===== config.mk =====
export PLATFORM = sky130hd
export DESIGN_NAME = cc_mux3_arbiter
export DESIGN_NICKNAME = d
export VERILOG_FILES = /design/src/rtl/cc_mux3_arbiter_pkg.sv /design/src/rtl/cc_rr_pick3.sv /design/src/rtl/cc_mux3_arbiter.sv
export SDC_FILE = /design/constraint.sdc
export NUM_CORES = 1
export LEC_CHECK = 0
export ABC_AREA = 1
export BUFFER_PORTS_ARGS = -buffer_cell sky130_fd_sc_hd__buf_2
export CAP_MARGIN = 10
export CORE_MARGIN = 4
export CORE_UTILIZATION = 47
export DETAILED_ROUTE_END_ITERATION = 10
export GPL_ROUTABILITY_DRIVEN = 0
export PLACE_DENSITY = 0.69
export SYNTH_ARGS = -nofsm -noshare
export SYNTH_HDL_FRONTEND = slang
export SYNTH_SLANG_ARGS = --single-unit

===== constraint.sdc =====
create_clock -name CC_MUX3_ARBITER_CLOCK_50 -period 1.2 [get_ports CC_MUX3_ARBITER_CLOCK_50]
set_input_delay 0.18 -clock CC_MUX3_ARBITER_CLOCK_50 [delete_from_list [all_inputs] [get_ports CC_MUX3_ARBITER_CLOCK_50]]
set_output_delay 0.18 -clock CC_MUX3_ARBITER_CLOCK_50 [all_outputs]
set_load 0.005 [all_outputs]

===== src/rtl/cc_mux3_arbiter_pkg.sv =====
// Shared definitions for the three-requester round-robin bus arbiter:
// FSM encodings, selector codes and the selector-to-grant decode.
package cc_mux3_arbiter_pkg;

    localparam int unsigned NUM_REQ = 32'd3;

    typedef enum logic [0:0] {
        ST_IDLE  = 1'b0,
        ST_OWNED = 1'b1
    } arb_state_e;

    localparam logic [1:0] SEL_REQ0 = 2'b00;
    localparam logic [1:0] SEL_REQ1 = 2'b01;
    localparam logic [1:0] SEL_REQ2 = 2'b10;

    // 2'b11 is not a legal selector and decodes to no grant at all.
    function automatic logic [NUM_REQ-1:0] sel_to_onehot(input logic [1:0] sel);
        logic [NUM_REQ-1:0] oh;
        case (sel)
            SEL_REQ0: oh = 3'b001;
            SEL_REQ1: oh = 3'b010;
            SEL_REQ2: oh = 3'b100;
            default:  oh = 3'b000;
        endcase
        return oh;
    endfunction

endpackage


===== src/rtl/cc_rr_pick3.sv =====
// Combinational round-robin picker: first requester at or after
// (last_owner+1) mod 3, plus a flag that anyone is requesting.
module cc_rr_pick3
    import cc_mux3_arbiter_pkg::*;
(
    input  logic [NUM_REQ-1:0] i_req,
    input  logic [1:0]         i_last_owner,
    output logic [1:0]         o_winner,
    output logic               o_any_req
);

    // Search order rotates so the previous owner is always checked last.
    always_comb begin
        o_winner  = SEL_REQ0;
        o_any_req = |i_req;
        case (i_last_owner)
            SEL_REQ0: begin
                if (i_req[1])      o_winner = SEL_REQ1;
                else if (i_req[2]) o_winner = SEL_REQ2;
                else               o_winner = SEL_REQ0;
            end
            SEL_REQ1: begin
                if (i_req[2])      o_winner = SEL_REQ2;
                else if (i_req[0]) o_winner = SEL_REQ0;
                else               o_winner = SEL_REQ1;
            end
            default: begin
                if (i_req[0])      o_winner = SEL_REQ0;
                else if (i_req[1]) o_winner = SEL_REQ1;
                else               o_winner = SEL_REQ2;
            end
        endcase
    end

endmodule


===== src/rtl/cc_mux3_arbiter.sv =====
// Three-requester round-robin arbiter with a bounded hold time, producing
// registered one-hot grant, mux selector and valid for a shared bus mux.
module cc_mux3_arbiter
    import cc_mux3_arbiter_pkg::*;
#(
    parameter int unsigned MAX_HOLD      = 32'd16,
    parameter int unsigned DATAWIDTH_BUS = 32'd8
)(
    input  logic               CC_MUX3_ARBITER_CLOCK_50,
    input  logic               CC_MUX3_ARBITER_RESET_InLow,
    input  logic [NUM_REQ-1:0] CC_MUX3_ARBITER_Request_In,
    output logic [NUM_REQ-1:0] CC_MUX3_ARBITER_Grant_Out,
    output logic [1:0]         CC_MUX3_ARBITER_Selector_Out,
    output logic               CC_MUX3_ARBITER_Valid_Out
);

    localparam int unsigned       HOLD_W    = $clog2(MAX_HOLD);
    localparam logic [HOLD_W-1:0] HOLD_LAST = HOLD_W'(MAX_HOLD - 32'd1);
    localparam logic [HOLD_W-1:0] HOLD_ONE  = HOLD_W'(32'd1);

    if ((MAX_HOLD < 32'd2) || (MAX_HOLD > 32'd256)) begin : g_bad_max_hold
        $error("cc_mux3_arbiter: MAX_HOLD must be within 2..256");
    end
    if (DATAWIDTH_BUS < 32'd1) begin : g_bad_datawidth
        $error("cc_mux3_arbiter: DATAWIDTH_BUS must be at least 1");
    end

    arb_state_e         r_state;
    logic [NUM_REQ-1:0] r_grant;
    logic [1:0]         r_sel;
    logic               r_valid;
    logic [HOLD_W-1:0]  r_hold;
    logic [1:0]         r_last;

    arb_state_e         w_state_nxt;
    logic [NUM_REQ-1:0] w_grant_nxt;
    logic [1:0]         w_sel_nxt;
    logic               w_valid_nxt;
    logic [HOLD_W-1:0]  w_hold_nxt;
    logic [1:0]         w_last_nxt;

    logic [1:0]         w_winner;
    logic               w_any_req;
    logic               w_owner_req;
    logic               w_others_req;
    logic               w_take_new;

    cc_rr_pick3 u_pick (
        .i_req        (CC_MUX3_ARBITER_Request_In),
        .i_last_owner (r_last),
        .o_winner     (w_winner),
        .o_any_req    (w_any_req)
    );

    // In OWNED the current grant marks the owner, so masking with it splits
    // the owner's request from everyone else's.
    assign w_owner_req  = |(CC_MUX3_ARBITER_Request_In & r_grant);
    assign w_others_req = |(CC_MUX3_ARBITER_Request_In & ~r_grant);

    // Decide whether this edge hands the bus to the round-robin winner.
    always_comb begin
        w_take_new = 1'b0;
        case (r_state)
            ST_IDLE: begin
                w_take_new = w_any_req;
            end
            ST_OWNED: begin
                if (w_owner_req) begin
                    w_take_new = (r_hold == HOLD_LAST) && w_others_req;
                end else begin
                    w_take_new = w_any_req;
                end
            end
            default: begin
                w_take_new = 1'b0;
            end
        endcase
    end

    // Next-state and next-output computation; everything holds by default.
    always_comb begin
        w_state_nxt = r_state;
        w_grant_nxt = r_grant;
        w_sel_nxt   = r_sel;
        w_valid_nxt = r_valid;
        w_hold_nxt  = r_hold;
        w_last_nxt  = r_last;
        if (w_take_new) begin
            w_state_nxt = ST_OWNED;
            w_grant_nxt = sel_to_onehot(w_winner);
            w_sel_nxt   = w_winner;
            w_valid_nxt = 1'b1;
            w_hold_nxt  = '0;
            w_last_nxt  = w_winner;
        end else if (r_state == ST_OWNED) begin
            if (w_owner_req) begin
                // Saturating hold count: at the limit with nobody waiting, restart.
                if (r_hold == HOLD_LAST) begin
                    w_hold_nxt = '0;
                end else begin
                    w_hold_nxt = r_hold + HOLD_ONE;
                end
            end else begin
                w_state_nxt = ST_IDLE;
                w_grant_nxt = 3'b000;
                w_valid_nxt = 1'b0;
                w_hold_nxt  = '0;
            end
        end else begin
            w_state_nxt = ST_IDLE;
        end
    end

    // State and output registers with synchronous active-low reset.
    always_ff @(posedge CC_MUX3_ARBITER_CLOCK_50) begin
        if (!CC_MUX3_ARBITER_RESET_InLow) begin
            r_state <= ST_IDLE;
            r_grant <= 3'b000;
            r_sel   <= SEL_REQ0;
            r_valid <= 1'b0;
            r_hold  <= '0;
            r_last  <= SEL_REQ2;
        end else begin
            r_state <= w_state_nxt;
            r_grant <= w_grant_nxt;
            r_sel   <= w_sel_nxt;
            r_valid <= w_valid_nxt;
            r_hold  <= w_hold_nxt;
            r_last  <= w_last_nxt;
        end
    end

    assign CC_MUX3_ARBITER_Grant_Out    = r_grant;
    assign CC_MUX3_ARBITER_Selector_Out = r_sel;
    assign CC_MUX3_ARBITER_Valid_Out    = r_valid;

endmodule


==> results.md <==
* Status: finished, final reports clean
* Min Hold Slack at 0.158 ns
* Hold_buf cts at 0
* Worst Setup End Kind: flop
* Dpl cell area at roughly 790 sq um
* Synth area leaders: dfxtp_1, nand2_1, nand2_8
* Detailed Routing Iterations Pass 1 at 4
* Vias at 606
* Vias in the first global route at 542
* Layout cells sized above 1 at 0.485
* Post-synth cell types at 21
* Mean Syn Cell Area at 7.91 sq um
* Logic pwr share at 0.234
* Clock Skew at 0.00346 ns
* WP data required at ~1.4 ns
* Tightest Pin Transition at 0.268 ns
* Die Width at 46.3 um
* Switching power total at 278 uW
* Clock Latency Late Sink at 0.26 ns
* Number of diodes at 0
* Period Utilization, post-route at 0.996
* Seq/Total Area, Yosys at 0.349
* Clock root buffer: clkbuf_4
* Final Max Tran Viols at 0
* Worst R2R Path Depth at 7
* Clock transition at the registers of the reported paths at 0.07 ns
* Achievable Freq at roughly 0.84 GHz
* Reported max-cap violation count at 0
* CP arrival at 1.35 ns
* Share of total power in sequential cells at 0.506
* RSZ-0062 raised after global routing: true
* First-pass GRT wire length at 2370 um
* Initial antenna violation count at 0
* Reg2reg setup slack at 0.005 ns
* Yosys top cell area share at 0.349
* Clk buf depth at 2
* GRT Util Overall at 0.160
* Design area at between 800 and 900 sq um
* Dominant synthesized flop cell: dfxtp_1
* Cts bufs inserted at 3
* # port buffers at 10
* PnR worst setup slack at 0.00522 ns
* Tmin final at 1.19 ns
* DP Wirelength at 1100 um
* Sw frac at 0.307
* Area growth syn-to-layout at 29.6%
* Startpoint Class: flop
* Setup CP Type: flop to flop
* CTS tree: done
* Synthesized instance count at 87
* Post-Synthesis Cell Area at 688 sq um
* Pwr Density at 1010 nW/um^2
* Peak supply drop at 738 uV
* Clock network power share at 0.260
* WL per Instance at 12.7 um
* First DRT Iteration DRCs at 6
* Syn. warnings at 0
* Hold path startpoint: CC_MUX3_ARBITER_RESET_InLow
* Lkg Pwr at 0.394 nW
* Row count at 13
* Final setup TNS at 0 ns
* Largest net degree at the start of global routing at 8
* Worst R2R End: r_hold[0]
* Residual DRC at 0
* Reg-to-reg startpoint: r_hold[0]
* Nets@finish at between 100 and 150
* Final setup violation count at 0
* Top-count cell post-synth: nand2_1
* Syn nets at slightly above 90
* Place WS at 0.00205 ns
* Initial Util at 0.516
* EDFF count, synth at 0
* I/O pins at 11
* Die area at 2140 sq um
* Hold Crit Class: primary input to flop
* Biggest area consumer among synthesized cells: dfxtp_1
* Seq cells post-synth at 12
* P_int at 626 uW
* Die H at 46.3 um
* Core area at 1330 sq um
* H-tree depth at 1
* Via density at 5.14
* Commonest cells post-synth: nand2_1, dfxtp_1, inv_1, nand3_1
* GRT Residual Overflow at 0
* Clock Sink Count at 12
* Final WL at 1500 um
* Max FO, Critical Path at 2
* Slew HR at 0.820
* Hold Fails Final Rpt at 0
* WHS Endpoint: r_last[1]
* Post-detailed-route count of antenna-violating nets at 0
* Hold depth at 2
* Synth async-reset ratio at 0
## through the flow
step	util	instances	total power, mW
after floorplan	-	87	0.587
after global placement	0.596	115	0.638
after detailed placement	0.596	115	0.643
after CTS	0.613	118	0.875
after global routing	0.669	118	0.961
final	0.669	118	0.904
## power groups by stage
stage / Sequential (mW) / Combinational [mW] / Clock, mW
global placement: 0.458 / 0.180 / 0
CTS: 0.451 / 0.185 / 0.239
detailed placement: 0.460 / 0.183 / 0
finish: 0.457 / 0.212 / 0.235
global route: 0.462 / 0.233 / 0.266
floorplan: 0.456 / 0.131 / 0
## critical path, cell delays in order (launching register included)
cell	delay, ns
dfxtp_2	0.35
ha_4	0.15
nand2_4	0.06
nor2_4	0.13
buf_4	0.12
nor3_1	0.04
a21oi_1	0.17
nor2_2	0.06
## layout by cell type (no fill, tap or decap), types with 2 or more instances in the layout
| cell | count |
|---|---|
| buf_2 | 10 |
| a21oi_2 | 5 |
| nand2_2 | 4 |
| nand3b_1 | 2 |
| nand3_1 | 6 |
| nand2_4 | 5 |
| nor2_2 | 2 |
| nand2_8 | 3 |
| nand2_1 | 16 |
| dfxtp_2 | 4 |
| dfxtp_1 | 8 |
| clkbuf_4 | 3 |
| nand3_2 | 3 |
| buf_4 | 4 |
| inv_1 | 8 |
| a21oi_1 | 4 |
| nor2_1 | 7 |
## cells by family after synthesis
logic type / count (synthesis) / share of synthesized area
AND/OR/NAND/NOR: 52 / 0.440
flip-flops: 12 / 0.349
buffers and inverters: 11 / 0.0927
AO/OA/AOI/OAI: 10 / 0.0873
XOR/XNOR: 1 / 0.0127
adder cells (fa/ha/maj): 1 / 0.0182
## registers in the layout, summed over array words and instances, names as in the netlist
name and count:
CC_MUX3_ARBITER_Valid_Out 1, r_last 1, CC_MUX3_ARBITER_Selector_Out 2, r_state 1, CC_MUX3_ARBITER_Grant_Out 3, r_hold 4
## repair_timing
action | 4_1_cts | 5_1_grt
setup buffers | 0 | 0
endpoints found under the setup margin | 8 | 11
resized for setup | 0 | 18
pin swaps | 1 | 9
cloned | 0 | 0
## how the worst max path moves through the flow
stage	start	to	cells after the start
6_report	r_hold[0]	r_hold[0]	7
5_1_grt	r_hold[0]	CC_MUX3_ARBITER_Valid_Out	8
4_1_cts	r_hold[1]	CC_MUX3_ARBITER_Selector_Out[1]	7
3_5_place_dp	r_hold[1]	r_hold[3]	8
3_3_place_gp	r_hold[1]	r_hold[0]	8
2_1_floorplan	r_hold[1]	r_hold[0]	8
## layer usage
| metal | part of all wire | vias to the layer above | track usage |
|---|---|---|---|
| met5 | 0 | - | 0 |
| met4 | 0.019 | 0 | 0.0852 |
| met3 | 0.038 | 5 | 0.0352 |
| met2 | 0.45 | 13 | 0.231 |
| met1 | 0.49 | 274 | 0.217 |
| li1 | - | 314 | - |
## layout make-up
type	instances	area [sq um]
clock buffers	3	22.5
inverters	10	56.3
well taps	15	18.8
flip-flops and latches	12	245
fillers	119	442
multi-input cells	64	469
repair buffers	14	80.1
(Power assumes the default switching activity.)
